--- src/rtl/serial_add_pkg.sv ---
// Shared types for the bit-serial adder: FSM state encoding.
package serial_add_pkg;

  typedef enum logic [1:0] {
    IDLE = 2'd0,
    RUN  = 2'd1,
    DONE = 2'd2
  } sa_state_t;

endpackage : serial_add_pkg

--- src/rtl/fa_cell.sv ---
// One-bit full adder: y = {carry, sum} of a + b + cin. Purely combinational.
module fa_cell (
  input  logic       a,
  input  logic       b,
  input  logic       cin,
  output logic [1:0] y
);

  assign y = {(a & b) | (a & cin) | (b & cin), a ^ b ^ cin};

endmodule : fa_cell

--- src/rtl/serial_add_seq.sv ---
// Bit-serial N-bit adder: captures operands on start, adds one bit pair per
// clock LSB first through a single fa_cell, then pulses done with SUM/COUT.
module serial_add_seq
  import serial_add_pkg::*;
#(
  parameter int N = 8
) (
  input  logic         CLK,
  input  logic         RESET,
  input  logic         start,
  input  logic [N-1:0] A,
  input  logic [N-1:0] B,
  input  logic         CIN,
  output logic         busy,
  output logic         done,
  output logic [N-1:0] SUM,
  output logic         COUT
);

  localparam int CNT_W = $clog2(N);

  sa_state_t        state;
  sa_state_t        state_nxt;
  logic [N-1:0]     a_sr;
  logic [N-1:0]     b_sr;
  logic [N-1:0]     sum_sr;
  logic             carry;
  logic [CNT_W-1:0] cnt;
  logic [1:0]       fa_y;
  logic             last_bit;

  fa_cell u_fa (
    .a   (a_sr[0]),
    .b   (b_sr[0]),
    .cin (carry),
    .y   (fa_y)
  );

  assign last_bit = (cnt == CNT_W'(N - 1));

  // NOTE: sequential state uses non-blocking assignments so every flop samples
  // the pre-edge values, regardless of the order of statements or blocks.
  always_ff @(posedge CLK or posedge RESET) begin
    if (RESET) state <= IDLE;
    else       state <= state_nxt;
  end

  // NOTE: the default assignment first keeps this block free of inferred latches.
  always_comb begin
    state_nxt = state;
    case (state)
      IDLE:    if (start)    state_nxt = RUN;
      RUN:     if (last_bit) state_nxt = DONE;
      DONE:                  state_nxt = IDLE;
      default:               state_nxt = IDLE;
    endcase
  end

  // Moore decode only, so start can never glitch busy/done.
  always_comb begin
    busy = (state != IDLE);
    done = (state == DONE);
  end

  // NOTE: every datapath register is reset, since reset must also clear the
  // shift registers and the visible result, not just the FSM.
  always_ff @(posedge CLK or posedge RESET) begin
    if (RESET) begin
      a_sr   <= '0;
      b_sr   <= '0;
      sum_sr <= '0;
      carry  <= 1'b0;
      cnt    <= '0;
      SUM    <= '0;
      COUT   <= 1'b0;
    end else begin
      case (state)
        IDLE: begin
          if (start) begin
            a_sr  <= A;
            b_sr  <= B;
            carry <= CIN;
            cnt   <= '0;
          end
        end
        RUN: begin
          a_sr   <= a_sr >> 1;
          b_sr   <= b_sr >> 1;
          sum_sr <= {fa_y[0], sum_sr[N-1:1]};
          carry  <= fa_y[1];
          // Counter holds at its terminal value instead of wrapping.
          if (!last_bit) cnt <= cnt + CNT_W'(1);
          if (last_bit) begin
            SUM  <= {fa_y[0], sum_sr[N-1:1]};
            COUT <= fa_y[1];
          end
        end
        default: ;
      endcase
    end
  end

endmodule : serial_add_seq

--- config.mk ---
export PLATFORM = sky130hd
export DESIGN_NAME = serial_add_seq
export DESIGN_NICKNAME = d
export VERILOG_FILES = /design/src/rtl/serial_add_pkg.sv /design/src/rtl/fa_cell.sv /design/src/rtl/serial_add_seq.sv
export SDC_FILE = /design/constraint.sdc
export NUM_CORES = 1
export LEC_CHECK = 0
export CAP_MARGIN = 10
export CORE_ASPECT_RATIO = 0.7
export CORE_MARGIN = 2
export CORE_UTILIZATION = 43
export CTS_CLUSTER_DIAMETER = 120
export DETAILED_ROUTE_END_ITERATION = 8
export GPL_TIMING_DRIVEN = 0
export PLACE_DENSITY = 0.75
export SLEW_MARGIN = 20
export SYNTH_ARGS = -nofsm -noshare
export SYNTH_HDL_FRONTEND = slang
export SYNTH_SLANG_ARGS = --single-unit
--- constraint.sdc ---
create_clock -name CLK -period 4.6 [get_ports CLK]
set_input_delay 0.92 -clock CLK [delete_from_list [all_inputs] [get_ports CLK]]
set_output_delay 0.92 -clock CLK [all_outputs]
set_load 0.05 [all_outputs]
==> flow_metrics.env <==
export IMPL_status="completed"
export IMPL_io_buffers=30
export IMPL_finalCriticalPeriod_ns=3.05
export IMPL_rsz0062_at_grt="false"
export IMPL_leakage_nw=1.12
export IMPL_yosysTopAreaCellShare_pct=48.3
export IMPL_grt_overflow=0
export IMPL_synth_common_cells="dfrtp_1 (38), inv_1 (19), nor2_1 (10)"
export IMPL_drtIter0Drc=49
export IMPL_cts_max_level=2
export IMPL_path_class="flop to output pin"
export IMPL_cts_resized_gates=0
export IMPL_reg2reg_to="SUM[1]"
export IMPL_vias=1292
export IMPL_worstHoldPathCells=1
export IMPL_avgSynthCellArea_um2=13.0
export IMPL_clk_path_buf_depth=2
export IMPL_numCtsBuffers=5
export IMPL_endpoint_kind="output pin"
export IMPL_yosys_warnings=0
export IMPL_rrSetupSlack_ns=2.95
export IMPL_die_y_um=60.6
export IMPL_r2r_start="cnt[0]"
export IMPL_layout_drive_gt1_share_pct=25.7
export IMPL_dieArea_um2=5150
export IMPL_p_total_w=0.00176
export IMPL_required_ns=3.68
export IMPL_yosysTopAreaCell="dfrtp_1"
export IMPL_cts_tree="yes"
export IMPL_grtUsageTotal_pct=16.5
export IMPL_ys_seq_elements=38
export IMPL_grt_max_degree=23
export IMPL_gp_congestion=0.767
export IMPL_hold_violations=0
export IMPL_tightestPinTransition_ns=0.500
export IMPL_antenna_cells=0
export IMPL_critical_path_slowest_cell="clkdlybuf4s50_1"
export IMPL_drtAntennaViolNets=0
export IMPL_start_kind="flop"
export IMPL_wl_per_cell_um=15.9
export IMPL_finalSetupViolations=0
export IMPL_worstSkewPairLatency_ns=0.29
export IMPL_ys_seq_area_share_pct=48.3
export IMPL_final_nets=213
export IMPL_ys_flop_type="dfrtp_1"
export IMPL_path_buf_inv=3
export IMPL_ios=31
export IMPL_ys_types=26
export IMPL_power_density_nw_per_um2=703
export IMPL_post_dp_hpwl_um=2820
export IMPL_fmax_mhz=328
export IMPL_dr_pass1_iters=4
export IMPL_synthCells=152
export IMPL_syn2layout_area_growth_pct=27.4
export IMPL_syn_area_um2=1970
export IMPL_worstHoldStart="sum_sr[1]"
export IMPL_max_cap_violations=0
export IMPL_slew_headroom_pct=66.6
export IMPL_async_flop_share_pct=100
export IMPL_postCtsSetupBuffers=0
export IMPL_hp_class="flop to flop"
export IMPL_cts_num_sinks=38
export IMPL_cp_max_fo=10
export IMPL_reg2reg_depth=5
export IMPL_arrival_ns=2.13
export IMPL_viasPerCell=5.25
export IMPL_critPathMaxStageDelay_ns=0.81
export IMPL_cts_root_buffer_cell="clkbuf_8"
export IMPL_fin_skew_ns=0.00795
export IMPL_period_share_pct=66.3
export IMPL_slew_violations=0
export IMPL_synth_nets=175
export IMPL_grt_pass1_wl_um=6550
export IMPL_fin_setup_tns_ns=0
export IMPL_netlist_top_cells_area="dfrtp_1 (48%), a221oi_2 (6.9%), mux2_4 (6.9%)"
export IMPL_antenna_found_initial=0
export IMPL_peakVddDrop_mv=0.468
export IMPL_hold_buffers=0
export IMPL_drc=0
export IMPL_drt_total_wl_um=3910
export IMPL_clk_pin_slew_ns=0.08
export IMPL_die_w_um=84.9
export IMPL_cp_top_family="buffers and inverters"
export IMPL_std_cell_rows=20
export IMPL_start_util_pct=45.0
export IMPL_synth_edf_count=0
export IMPL_grt_pass1_vias=1318
export IMPL_core_area_um2=4380
export IMPL_holdPathEnd="sum_sr[1]"
export IMPL_crit_chain="buf_6 -> clkbuf_1 -> nor2b_1 -> clkdlybuf4s50_1"
export IMPL_yosysMostFrequentCell="dfrtp_1"
through the flow:
stage          utilization (%)  hold WS [ns]  setup slack, ns  std cells  instance area (um^2)
2_1_floorplan                -         0.458             2.18        152                  1970
3_3_place_gp              53.4         0.474             1.87        237                  2340
3_5_place_dp              54.0         0.481             1.90        238                  2370
4_1_cts                   57.3         0.496             1.55        246                  2510
5_1_grt                   57.3         0.509             1.46        246                  2510
6_report                  57.3         0.493             1.55        246                  2510
worst register-to-register path, cell delays in order, from the launching register on:
cell,delay (ns)
dfrtp_1,0.42
ha_1,0.22
ha_1,0.26
nand3b_1,0.14
buf_6,0.19
mux2_4,0.32
flip-flops by register name (all words and copies together) (netlist names):
| name | flops |
|---|---|
| b_sr | 8 |
| SUM | 8 |
| state | 2 |
| cnt | 3 |
| carry | 1 |
| a_sr | 8 |
| sum_sr | 7 |
| COUT | 1 |
power by group:
group / switching (W) / internal, W
combinational: 0.000436 / 0.000384
clock: 0.000118 / 0.000231
sequential: 0.000101 / 0.000494
total: 0.000655 / 0.00111
metal layers:
layer | up-vias | share of wire [%] | global-route usage [%]
li1 | 624 | - | -
met5 | - | 0 | 0
met3 | 4 | 3.2 | 4.35
met2 | 26 | 49 | 27.0
met4 | 0 | 0.59 | 4.76
met1 | 638 | 47 | 22.3
worst max-delay path by stage:
stage          startpoint    to  slack [ns]  cells after the start
2_1_floorplan    state[0]  done        2.18                      3
3_3_place_gp     state[1]  done        1.87                      4
3_5_place_dp     state[1]  done        1.90                      4
4_1_cts          state[1]  done        1.55                      4
5_1_grt          state[1]  done        1.46                      4
6_report         state[1]  done        1.55                      4
layout by cell type, fill, tap and decap left out:
cell / count
nor4bb_1: 2
a221oi_2: 9
dfrtp_1: 38
a222oi_1: 1
ha_1: 2
nor2_1: 10
a21oi_1: 1
mux2_1: 7
a211oi_1: 5
and3_1: 3
inv_2: 1
buf_6: 4
fa_1: 1
nor4b_2: 9
clkbuf_8: 6
a211o_1: 3
nor3b_1: 5
bufinv_16: 2
clkbuf_1: 2
buf_4: 3
inv_1: 18
nand3b_1: 1
nand2b_1: 2
nor4b_1: 6
buf_2: 4
nor2b_1: 3
clkdlybuf4s50_1: 30
buf_16: 1
o21bai_4: 1
mux2_4: 9
a32o_1: 2
area by class of cell:
class	count	area, um^2
inverter	19	71.3
clock buffer	6	82.6
tap	55	68.8
multi-input combinational	82	852
timing repair buffer	31	328
buffer	13	95.1
sequential	38	951
fill	345	1870
clock inverter	2	60.1
cells by family after synthesis:
family | count (synthesis) | synth area share, %
and+or+nand+nor | 41 | 17.3
DFF | 38 | 48.3
buffers and inverters | 32 | 8.45
AOI/OAI and AO/OA | 22 | 12.8
muxes | 16 | 10.9
adders and majority gates | 3 | 2.29
Power figures use the tool's default switching activity.
